File: src/rtl/fp_pkg.sv
// Shared types and constants for the sequential single-precision adder.
package fp_pkg;

    typedef struct packed {
        logic       sign;
        logic [7:0] exp;
        logic [22:0] mant;
    } float32_t;

    typedef enum logic [2:0] {
        StIdle,
        StSwap,
        StAlign,
        StAdd,
        StNorm,
        StOut
    } fp_state_t;

    localparam logic [7:0]  EXP_MAX = 8'hFF;
    localparam logic [31:0] QNAN    = 32'h7FC0_0000;
    localparam int unsigned MANT_W  = 24;

    // Exponent 0 is treated as zero, so the hidden bit is only set for exp != 0.
    function automatic logic [MANT_W-1:0] full_mant(float32_t f);
        return {(f.exp != 8'h00), f.mant};
    endfunction

endpackage

File: src/rtl/fp_add_seq_if.sv
// Operand/result handshake bundle for fp_add_seq.
interface fp_add_seq_if;
    logic        in_valid;
    logic        in_ready;
    logic [31:0] a;
    logic [31:0] b;
    logic        sub;
    logic        out_valid;
    logic        out_ready;
    logic [31:0] result;
    logic        overflow;
    logic        zero;
    logic        busy;

    // Producer/consumer side.
    modport master (
        output in_valid, a, b, sub, out_ready,
        input  in_ready, out_valid, result, overflow, zero, busy
    );

    // Adder side.
    modport slave (
        input  in_valid, a, b, sub, out_ready,
        output in_ready, out_valid, result, overflow, zero, busy
    );
endinterface

File: src/rtl/fp_align_shift.sv
// Combinational mantissa aligner: logical right shift, zero for shifts past the width.
module fp_align_shift
    import fp_pkg::*;
(
    input  logic [MANT_W-1:0] mant_i,
    input  logic [7:0]        shamt_i,
    output logic [MANT_W-1:0] mant_o
);

    // Truncating shift; shifted-out bits are dropped.
    always_comb begin
        mant_o = (shamt_i >= 8'(MANT_W)) ? '0 : (mant_i >> shamt_i);
    end

endmodule

File: src/rtl/fp_add_seq.sv
// Multi-cycle IEEE-754 single-precision add/sub: swap, align, add, iterative normalize.
module fp_add_seq
    import fp_pkg::*;
(
    input logic         clk,
    input logic         rst_n,
    fp_add_seq_if.slave bus
);

    fp_state_t   state_q, state_d;
    float32_t    op_a_q, op_a_d;
    float32_t    op_b_q, op_b_d;
    logic        sign_q, sign_d;
    logic        sign_men_q, sign_men_d;
    logic [7:0]  exp_q, exp_d;
    logic [7:0]  diff_q, diff_d;
    logic [23:0] mant_may_q, mant_may_d;
    logic [23:0] mant_men_q, mant_men_d;
    logic [24:0] sum_q, sum_d;
    logic [31:0] result_q, result_d;
    logic        overflow_q, overflow_d;
    logic        zero_q, zero_d;
    logic        out_valid_q, out_valid_d;
    logic [23:0] men_shifted;
    logic [7:0]  exp_inc;

    fp_align_shift u_align (
        .mant_i  (mant_men_q),
        .shamt_i (diff_q),
        .mant_o  (men_shifted)
    );

    assign exp_inc       = exp_q + 8'd1;
    assign bus.in_ready  = (state_q == StIdle);
    assign bus.busy      = (state_q != StIdle);
    assign bus.out_valid = out_valid_q;
    assign bus.result    = result_q;
    assign bus.overflow  = overflow_q;
    assign bus.zero      = zero_q;

    // Next-state and datapath sequencing, one phase per state.
    always_comb begin
        state_d     = state_q;
        op_a_d      = op_a_q;
        op_b_d      = op_b_q;
        sign_d      = sign_q;
        sign_men_d  = sign_men_q;
        exp_d       = exp_q;
        diff_d      = diff_q;
        mant_may_d  = mant_may_q;
        mant_men_d  = mant_men_q;
        sum_d       = sum_q;
        result_d    = result_q;
        overflow_d  = overflow_q;
        zero_d      = zero_q;
        out_valid_d = out_valid_q;

        unique case (state_q)
            StIdle: begin
                if (bus.in_valid) begin
                    op_a_d  = bus.a;
                    op_b_d  = {bus.b[31] ^ bus.sub, bus.b[30:0]};
                    state_d = StSwap;
                end
            end
            StSwap: begin
                if (op_a_q.exp == EXP_MAX || op_b_q.exp == EXP_MAX) begin
                    result_d    = QNAN;
                    overflow_d  = 1'b0;
                    zero_d      = 1'b0;
                    out_valid_d = 1'b1;
                    state_d     = StOut;
                end else begin
                    // Ties keep a as the larger operand.
                    if ({op_a_q.exp, op_a_q.mant} >= {op_b_q.exp, op_b_q.mant}) begin
                        sign_d     = op_a_q.sign;
                        sign_men_d = op_b_q.sign;
                        exp_d      = op_a_q.exp;
                        diff_d     = op_a_q.exp - op_b_q.exp;
                        mant_may_d = full_mant(op_a_q);
                        mant_men_d = full_mant(op_b_q);
                    end else begin
                        sign_d     = op_b_q.sign;
                        sign_men_d = op_a_q.sign;
                        exp_d      = op_b_q.exp;
                        diff_d     = op_b_q.exp - op_a_q.exp;
                        mant_may_d = full_mant(op_b_q);
                        mant_men_d = full_mant(op_a_q);
                    end
                    state_d = StAlign;
                end
            end
            StAlign: begin
                mant_men_d = men_shifted;
                state_d    = StAdd;
            end
            StAdd: begin
                // Larger magnitude minus smaller can never go negative.
                if (sign_q == sign_men_q) begin
                    sum_d = {1'b0, mant_may_q} + {1'b0, mant_men_q};
                end else begin
                    sum_d = {1'b0, mant_may_q} - {1'b0, mant_men_q};
                end
                if (sum_d == '0) begin
                    result_d    = '0;
                    overflow_d  = 1'b0;
                    zero_d      = 1'b1;
                    out_valid_d = 1'b1;
                    state_d     = StOut;
                end else begin
                    state_d = StNorm;
                end
            end
            StNorm: begin
                if (sum_q[24]) begin
                    zero_d      = 1'b0;
                    out_valid_d = 1'b1;
                    state_d     = StOut;
                    if (exp_inc == EXP_MAX) begin
                        result_d   = {sign_q, EXP_MAX, 23'd0};
                        overflow_d = 1'b1;
                    end else begin
                        result_d   = {sign_q, exp_inc, sum_q[23:1]};
                        overflow_d = 1'b0;
                    end
                end else if (sum_q[23]) begin
                    result_d    = {sign_q, exp_q, sum_q[22:0]};
                    overflow_d  = 1'b0;
                    zero_d      = 1'b0;
                    out_valid_d = 1'b1;
                    state_d     = StOut;
                end else if (exp_q <= 8'd1) begin
                    // Exponent would hit 0 while still unnormalized: flush to +0.
                    result_d    = '0;
                    overflow_d  = 1'b0;
                    zero_d      = 1'b1;
                    out_valid_d = 1'b1;
                    state_d     = StOut;
                end else begin
                    sum_d = {sum_q[23:0], 1'b0};
                    exp_d = exp_q - 8'd1;
                end
            end
            StOut: begin
                if (bus.out_ready) begin
                    out_valid_d = 1'b0;
                    state_d     = StIdle;
                end
            end
            default: state_d = StIdle;
        endcase
    end

    // State and datapath registers; reset abandons any operation in flight.
    always_ff @(posedge clk or negedge rst_n) begin
        if (!rst_n) begin
            state_q     <= StIdle;
            op_a_q      <= '0;
            op_b_q      <= '0;
            sign_q      <= 1'b0;
            sign_men_q  <= 1'b0;
            exp_q       <= '0;
            diff_q      <= '0;
            mant_may_q  <= '0;
            mant_men_q  <= '0;
            sum_q       <= '0;
            result_q    <= '0;
            overflow_q  <= 1'b0;
            zero_q      <= 1'b0;
            out_valid_q <= 1'b0;
        end else begin
            state_q     <= state_d;
            op_a_q      <= op_a_d;
            op_b_q      <= op_b_d;
            sign_q      <= sign_d;
            sign_men_q  <= sign_men_d;
            exp_q       <= exp_d;
            diff_q      <= diff_d;
            mant_may_q  <= mant_may_d;
            mant_men_q  <= mant_men_d;
            sum_q       <= sum_d;
            result_q    <= result_d;
            overflow_q  <= overflow_d;
            zero_q      <= zero_d;
            out_valid_q <= out_valid_d;
        end
    end

endmodule

File: src/flat_wrapper.sv
// flat-port wrapper written by rule: the top's interface ports become plain ports
module fp_add_seq_flat import fp_pkg::*;
  (clk, rst_n, bus_in_valid, bus_a, bus_b, bus_sub, bus_out_ready, bus_in_ready, bus_out_valid, bus_result, bus_overflow, bus_zero, bus_busy);
  fp_add_seq_if bus_i ();
  input logic clk;
  input logic rst_n;
  input wire logic [$bits(bus_i.in_valid)-1:0] bus_in_valid;
  input wire logic [$bits(bus_i.a)-1:0] bus_a;
  input wire logic [$bits(bus_i.b)-1:0] bus_b;
  input wire logic [$bits(bus_i.sub)-1:0] bus_sub;
  input wire logic [$bits(bus_i.out_ready)-1:0] bus_out_ready;
  output wire logic [$bits(bus_i.in_ready)-1:0] bus_in_ready;
  output wire logic [$bits(bus_i.out_valid)-1:0] bus_out_valid;
  output wire logic [$bits(bus_i.result)-1:0] bus_result;
  output wire logic [$bits(bus_i.overflow)-1:0] bus_overflow;
  output wire logic [$bits(bus_i.zero)-1:0] bus_zero;
  output wire logic [$bits(bus_i.busy)-1:0] bus_busy;
  assign bus_i.in_valid = bus_in_valid;
  assign bus_i.a = bus_a;
  assign bus_i.b = bus_b;
  assign bus_i.sub = bus_sub;
  assign bus_i.out_ready = bus_out_ready;
  assign bus_in_ready = bus_i.in_ready;
  assign bus_out_valid = bus_i.out_valid;
  assign bus_result = bus_i.result;
  assign bus_overflow = bus_i.overflow;
  assign bus_zero = bus_i.zero;
  assign bus_busy = bus_i.busy;
  fp_add_seq u_core (.clk(clk), .rst_n(rst_n), .bus(bus_i));
endmodule
File: config.mk
export PLATFORM = sky130hd
export DESIGN_NAME = fp_add_seq_flat
export DESIGN_NICKNAME = d
export VERILOG_FILES = /design/src/rtl/fp_pkg.sv /design/src/rtl/fp_add_seq_if.sv /design/src/rtl/fp_align_shift.sv /design/src/rtl/fp_add_seq.sv /design/src/flat_wrapper.sv
export SDC_FILE = /design/constraint.sdc
export NUM_CORES = 1
export LEC_CHECK = 0
export CORE_MARGIN = 2
export CORE_UTILIZATION = 40
export CTS_BUF_LIST = sky130_fd_sc_hd__clkbuf_4 sky130_fd_sc_hd__clkbuf_8
export DETAILED_ROUTE_END_ITERATION = 10
export PLACE_DENSITY = 0.66
export SLEW_MARGIN = 20
export SYNTH_ARGS = -nofsm -noshare
export SYNTH_HDL_FRONTEND = slang
export SYNTH_SLANG_ARGS = --single-unit
File: constraint.sdc
create_clock -name clk -period 5.57 [get_ports clk]
set_input_delay 0.8355 -clock clk [delete_from_list [all_inputs] [get_ports clk]]
set_output_delay 0.8355 -clock clk [all_outputs]
set_load 0.005 [all_outputs]
==> run_results.csv, run 1 <==
group,metric,value,unit
die,row_count,67,
clock_network,cts_tree,"done",
clock_network,cts_buffer_depth,2,
placed_design,pre_cts_ws,0.1632,ns
timing,finClkSkew,0.01812,ns
final_layout,fin_nets,1735,
clock_network,clk_pin_slew,0.10,ns
route,ant_nets,0,
timing,hold_violations,0,
final_layout,diodes,0,
final_layout,areaGrowthSynthToFinish,13.39,%
setup_path,critPathMaxFanout,17,
route,drc,0,
route,wire_per_inst,18.32,um
route,vias_per_cell,5.712,
final_layout,layout-drive-gt1-share,9.850,%
route,num_vias,11720,
clock_network,cts_sinks,193,
yosys,async_reset_ff_share,100.0,%
yosys,ys_seq_elements,193,
yosys,ys_types,81,
hold_path,worstHoldPathType,"input pin to async pin",
die,pin_count,106,
final_layout,nFillCells,3359,
global_routing,grt_pass1_wl,60.73,mm
global_routing,grt_pass1_vias,11230,
global_routing,overflow,0,
global_routing,grt_max_degree,104,
setup_path,start_kind,"register",
die,die_w,187.5,um
global_routing,grt_use_total,21.34,%
timing,post-route-period-util,95.23,%
yosys,syn-num-nets,1696,
timing,rsz0062_at_grt,"false",
die,initial_core_util,40.38,%
setup_path,required,5.98,ns
clock_network,numCtsBuffers,17,
timing,setup_viol,0,
setup_path,critPathArrivalTime,5.71,ns
timing,worst_pin_slew,0.9624,ns
route,wl,37.60,mm
die,die_height,187.5,um
placed_design,place_congestion,0.8888,
timing,tns,0,ns
timing,max_slew_margin,35.84,%
placed_design,dpl.hpwl,27.94,mm
setup_path,crit_path_start,"u_core.mant_men_q[0]$_DFFE_PN0P_",
placed_design,io_buffers,105,
route,dr.first_iter.drc_count,805,
timing,max_freq,188.5,MHz
timing,drv_slew,0,
setup_path,rr_startpoint,"u_core.mant_men_q[0]$_DFFE_PN0P_",
timing,setup_slack,0.2656,ns
clock_network,root_buffer,"clkbuf_8",
yosys,ys.flop_type,"dfrtp_1",
clock_network,cts_htree_levels,4,
yosys,syn_avg_cell_area,8.676,um2
yosys,yosys_warnings,0,
run,drv_cap,0,
die,core,33360,um2
yosys,synth_edf_count,0,
clock_network,clock_latency,0.49,ns
die,die-area,35170,um2
setup_path,path_class,"register to register",
yosys,yosysSeqAreaShare,35.84,%
yosys,netlist_area,13470,um2
status,run_status,"complete, no violations",
route,drt_pre_antenna_iters,5,
setup_path,cp-end-kind,"register",
timing,finalCriticalPeriod,5.304,ns
global_routing,antenna_found_initial,0,
yosys,syn-instance-count,1553,
worst paths after layout:
check | endpoint | slack (ns) | cells after the start
worst max-delay path | u_core.bus.zero$_DFFE_PN0P_ | 0.27 | 19
worst min-delay path | u_core.bus.overflow$_DFFE_PN0P_ | 0.41 | 1
worst max register to register | u_core.bus.zero$_DFFE_PN0P_ | 0.27 | 19
worst min register to register | u_core.mant_may_q[22]$_DFFE_PN0P_ | 0.51 | 2
max in group asynchronous | u_core.op_a_q[5]$_DFFE_PN0P_ | 3.84 | 2
min in group clk | u_core.mant_may_q[22]$_DFFE_PN0P_ | 0.51 | 2
stage by stage:
| step | hold WS, ns | cell area [um2] | util, % | instances |
|---|---|---|---|---|
| 2_1_floorplan | 0.4538 | 13470 | - | 1553 |
| 3_3_place_gp | 0.4735 | 14850 | 44.50 | 2019 |
| 3_5_place_dp | 0.4852 | 14850 | 44.50 | 2019 |
| 4_1_cts | 0.4305 | 15230 | 45.65 | 2050 |
| 5_1_grt | 0.4751 | 15280 | 45.79 | 2052 |
| 6_report | 0.4083 | 15280 | 45.79 | 2052 |
per-layer routing:
layer | part of all wire, % | track usage (%)
met5 | 0 | 0
met4 | 1.9 | 5.906
met3 | 4.9 | 2.377
met2 | 45 | 32.99
met1 | 48 | 31.57
layout make-up:
class                      instances  area (um2)  share of cell area, %
timing repair buffer             129        1256                  8.222
clock buffer                      21       276.5                  1.810
inverter                          57       214.0                  1.400
tap                              448       560.5                  3.669
sequential                       193        4830                  31.61
clock inverter                    10       105.1                 0.6879
multi-input combinational       1194        8036                  52.60
state kept, by name, summed over array words and instances (netlist names):
| name | count |
|---|---|
| u_core.op_a_q | 32 |
| u_core.sign_men_q | 1 |
| u_core.sign_q | 1 |
| u_core.state_q | 3 |
| u_core.exp_q | 8 |
| u_core.sum_q | 25 |
| u_core.diff_q | 8 |
| u_core.mant_men_q | 24 |
| u_core.op_b_q | 32 |
| u_core.bus.overflow | 1 |
| u_core.mant_may_q | 24 |
| u_core.bus.out_valid | 1 |
| u_core.bus.result | 32 |
| u_core.bus.zero | 1 |
cell usage in the layout, fill, tap and decap left out, types with 33 or more instances in the layout:
cell type        synthesis  routed
mux2i_1                 51      51
clkdlybuf4s50_1          0     104
nor2_1                 101     100
mux2_2                  37      37
dfrtp_1                193     193
inv_1                   56      56
o21ai_0                143     142
ha_1                    71      71
a22oi_1                 43      43
a21oi_1                104     103
nand3_1                 33      33
nand2_1                214     211
logic make-up (layout without fill, tap and decap cells):
group / count (synthesis) / count (layout) / synth area share (%)
xor+xnor: 48 / 48 / 3.120
fa+ha+maj: 74 / 74 / 7.039
compound gates: 496 / 496 / 24.59
simple gates: 482 / 482 / 16.58
mux: 94 / 94 / 7.912
flops: 193 / 193 / 35.84
buf+inv: 166 / 217 / 4.921
Yosys cell counts, types with 11 or more instances:
| cell | n | area (um2) |
|---|---|---|
| nor3_1 | 23 | 115.1 |
| o21a_1 | 29 | 217.7 |
| and3_1 | 11 | 68.82 |
| nand2_1 | 214 | 803.3 |
| inv_1 | 56 | 210.2 |
| o21ai_0 | 143 | 715.7 |
| dfrtp_1 | 193 | 4830 |
| o21ai_2 | 20 | 175.2 |
| o211ai_1 | 16 | 120.1 |
| xnor2_1 | 32 | 280.3 |
| a21oi_1 | 104 | 520.5 |
| nand3_1 | 33 | 165.2 |
| a21o_1 | 26 | 195.2 |
| nor4_1 | 12 | 75.07 |
| a22oi_1 | 43 | 322.8 |
| ha_1 | 71 | 888.4 |
| nor2_1 | 101 | 379.1 |
| mux2_2 | 37 | 416.7 |
| xor2_1 | 16 | 140.1 |
| nand4_1 | 19 | 118.9 |
| o221ai_1 | 20 | 175.2 |
| mux2i_1 | 51 | 510.5 |
| clkbuf_1 | 92 | 345.3 |
critical path, cell delays in order, from the launching register on:
cell and delay [ns]:
dfrtp_1 0.44, inv_1 0.10, ha_1 0.16, or3b_2 0.51
nor3_1 0.29, nand2b_1 0.14, o41ai_1 0.32, xnor2_1 0.17
ha_1 0.25, a21oi_1 0.32, o221ai_1 0.19, buf_4 0.19
nand3_1 0.08, nand3_1 0.11, or2_0 0.27, a221o_1 0.33
or4_4 0.46, nor4_4 0.45, clkbuf_16 0.29, a2bb2oi_1 0.16
what timing repair did:
item                                    CTS  global route
gates resized for setup                   0             6
buffers inserted                          0             1
endpoints found under the setup margin    0            34
hold buffers                              0             0
Power of run 1 is not shown: default switching activity piles up to over one toggle a cycle in this logic, so the estimate is an artifact.
==> run 2, diff against run 1 <==
--- a/config.mk
+++ b/config.mk
@@ -5,10 +5,12 @@
 export SDC_FILE = /design/constraint.sdc
 export NUM_CORES = 1
 export LEC_CHECK = 0
+export ABC_CLOCK_PERIOD_IN_PS = 5570
 export CORE_MARGIN = 2
 export CORE_UTILIZATION = 40
 export CTS_BUF_LIST = sky130_fd_sc_hd__clkbuf_4 sky130_fd_sc_hd__clkbuf_8
 export DETAILED_ROUTE_END_ITERATION = 10
+export GPL_TIMING_DRIVEN = 0
 export PLACE_DENSITY = 0.66
 export SLEW_MARGIN = 20
 export SYNTH_ARGS = -nofsm -noshare
==> run_results.csv, run 2 (synthesis gave the netlist of run 1 again) <==
group,metric,value,unit
timing,whs,0.3011,ns
hold_path,worstHoldPathType,"input pin to async pin",
clock_network,root_buffer,"clkbuf_8",
global_routing,grt_use_total,24.05,%
global_routing,grt_max_degree,80,
global_routing,overflow,0,
timing,rsz0062_at_grt,"false",
timing,worst_pin_slew,0.8463,ns
route,vias_per_cell,5.733,
setup_path,worst-path-buf-inv,3,
route,num_vias,12290,
setup_path,critPathArrivalTime,5.65,ns
setup_path,rr_startpoint,"u_core.sign_q$_DFFE_PN0P_",
setup_path,required,5.96,ns
setup_path,start_kind,"register",
final_layout,final_cell_mix,"nand2_1 (213), dfrtp_1 (192), o21ai_0 (142)",
timing,finalCriticalPeriod,5.257,ns
clock_network,cts_buffer_depth,2,
route,drt_pre_antenna_iters,5,
timing,max_slew_margin,43.58,%
setup_path,path_class,"register to register",
timing,hold_violations,0,
setup_path,crit_path_start,"u_core.sign_q$_DFFE_PN0P_",
final_layout,fin_nets,1825,
setup_path,slowest_stage,"dfrtp_1",
die,core,33360,um2
global_routing,grt_pass1_wl,66.89,mm
route,ant_nets,0,
clock_network,numCtsBuffers,17,
clock_network,hold_buffers,0,
clock_network,cts_sinks,193,
final_layout,final_common_cell,"nand2_1",
placed_design,dpl.hpwl,32.90,mm
run,drv_cap,0,
clock_network,clock_latency,0.52,ns
die,die_height,187.5,um
route,wl,41.73,mm
setup_path,slowest_delay,0.55,ns
timing,max_freq,190.2,MHz
setup_path,cp-end-kind,"register",
timing,drv_slew,0,
final_layout,layout-drive-gt1-share,8.968,%
clock_network,clk_pin_slew,0.11,ns
route,drc,0,
die,row_count,67,
timing,post-route-period-util,94.38,%
setup_path,critPathMaxFanout,10,
route,dr.first_iter.drc_count,858,
die,die-area,35170,um2
final_layout,areaGrowthSynthToFinish,15.97,%
route,wire_per_inst,19.47,um
placed_design,io_buffers,105,
setup_path,cp_cell_sequence,"xor2_4, clkbuf_1, o21ai_0, fa_1, a21o_1, a221oi_2, a211oi_1, o2111a_1, or2_0, a221o_1, or4_4, nor4_4, buf_4, buf_6, o22ai_2",
setup_path,critPathTopFamily,"compound AO/OA/AOI/OAI gates",
global_routing,antenna_found_initial,0,
status,run_status,"complete, no violations",
timing,finClkSkew,0.01749,ns
global_routing,grt_pass1_vias,11870,
placed_design,place_congestion,0.9553,
die,die_w,187.5,um
timing,setup_viol,0,
final_layout,diodes,0,
die,pin_count,106,
clock_network,cts_tree,"done",
die,initial_core_util,40.38,%
clock_network,cts_htree_levels,4,
## run 2: cell types whose count changed in the layout (fill, tap and decap cells not counted), moves of 3 or more
cell        change
clkinv_2        +3
buf_1          +10
clkinvlp_4      +3
buf_6           +4
clkbuf_8        -3
clkbuf_1       +90
buf_4          -17
clkinv_4        -3
## run 2: metal layers
metal	part of all wire (%)	up-vias	routed length, um	GRT usage [%]
met1	46	5944	19310	32.86
li1	-	5907	-	-
met2	47	365	19780	39.97
met4	2.2	0	931	7.177
met5	0	-	0	0
met3	4.1	70	1703	2.995
## run 2: worst paths after layout
kind	end	slack, ns	cells past startpoint
setup / recovery	u_core.bus.result[30]$_DFFE_PN0P_	0.31	15
hold / removal	u_core.bus.result[30]$_DFFE_PN0P_	0.30	1
setup reg to reg	u_core.bus.result[30]$_DFFE_PN0P_	0.31	15
hold reg to reg	u_core.mant_may_q[19]$_DFFE_PN0P_	0.51	2
max in group asynchronous	u_core.op_a_q[10]$_DFFE_PN0P_	4.21	3
min in group clk	u_core.mant_may_q[19]$_DFFE_PN0P_	0.51	2
## run 2: cell type report
class | instances | area [um2]
buffer | 107 | 441.7
tap | 448 | 560.5
clock buffer | 17 | 234.0
timing repair buffer | 112 | 1149
fill | 3368 | 17740
inverter | 57 | 214.0
multi-input combinational | 1194 | 8063
sequential | 193 | 4831
clock inverter | 15 | 133.9
## run 2: repair_timing
item,CTS,global route
pin swaps,1,4
setup endpoints to repair,34,36
gates resized for setup,1,18
buffers inserted,1,4
## run 2: through the flow
stage	TNS, ns	worst slack [ns]	cell area, um2	instances	util (%)
detailed placement	-6.854	-0.2427	15150	2108	45.39
global route	0	0.06150	15630	2143	46.83
finish	0	0.3128	15630	2143	46.83
floorplan	0	0.7028	13470	1553	-
CTS	0	0.006805	15530	2141	46.54
global placement	-865.17	-4.490	15090	2106	45.21
## run 2: worst register-to-register path, delay by kind of cell (launching register included)
kind	cells	cell delay, ns
compound gates	7	1.91
xor+xnor	1	0.38
fa+ha+maj	1	0.48
buf+inv	3	0.82
flops	1	0.55
simple gates	3	0.99
Power of run 2 is left out for the same reason.
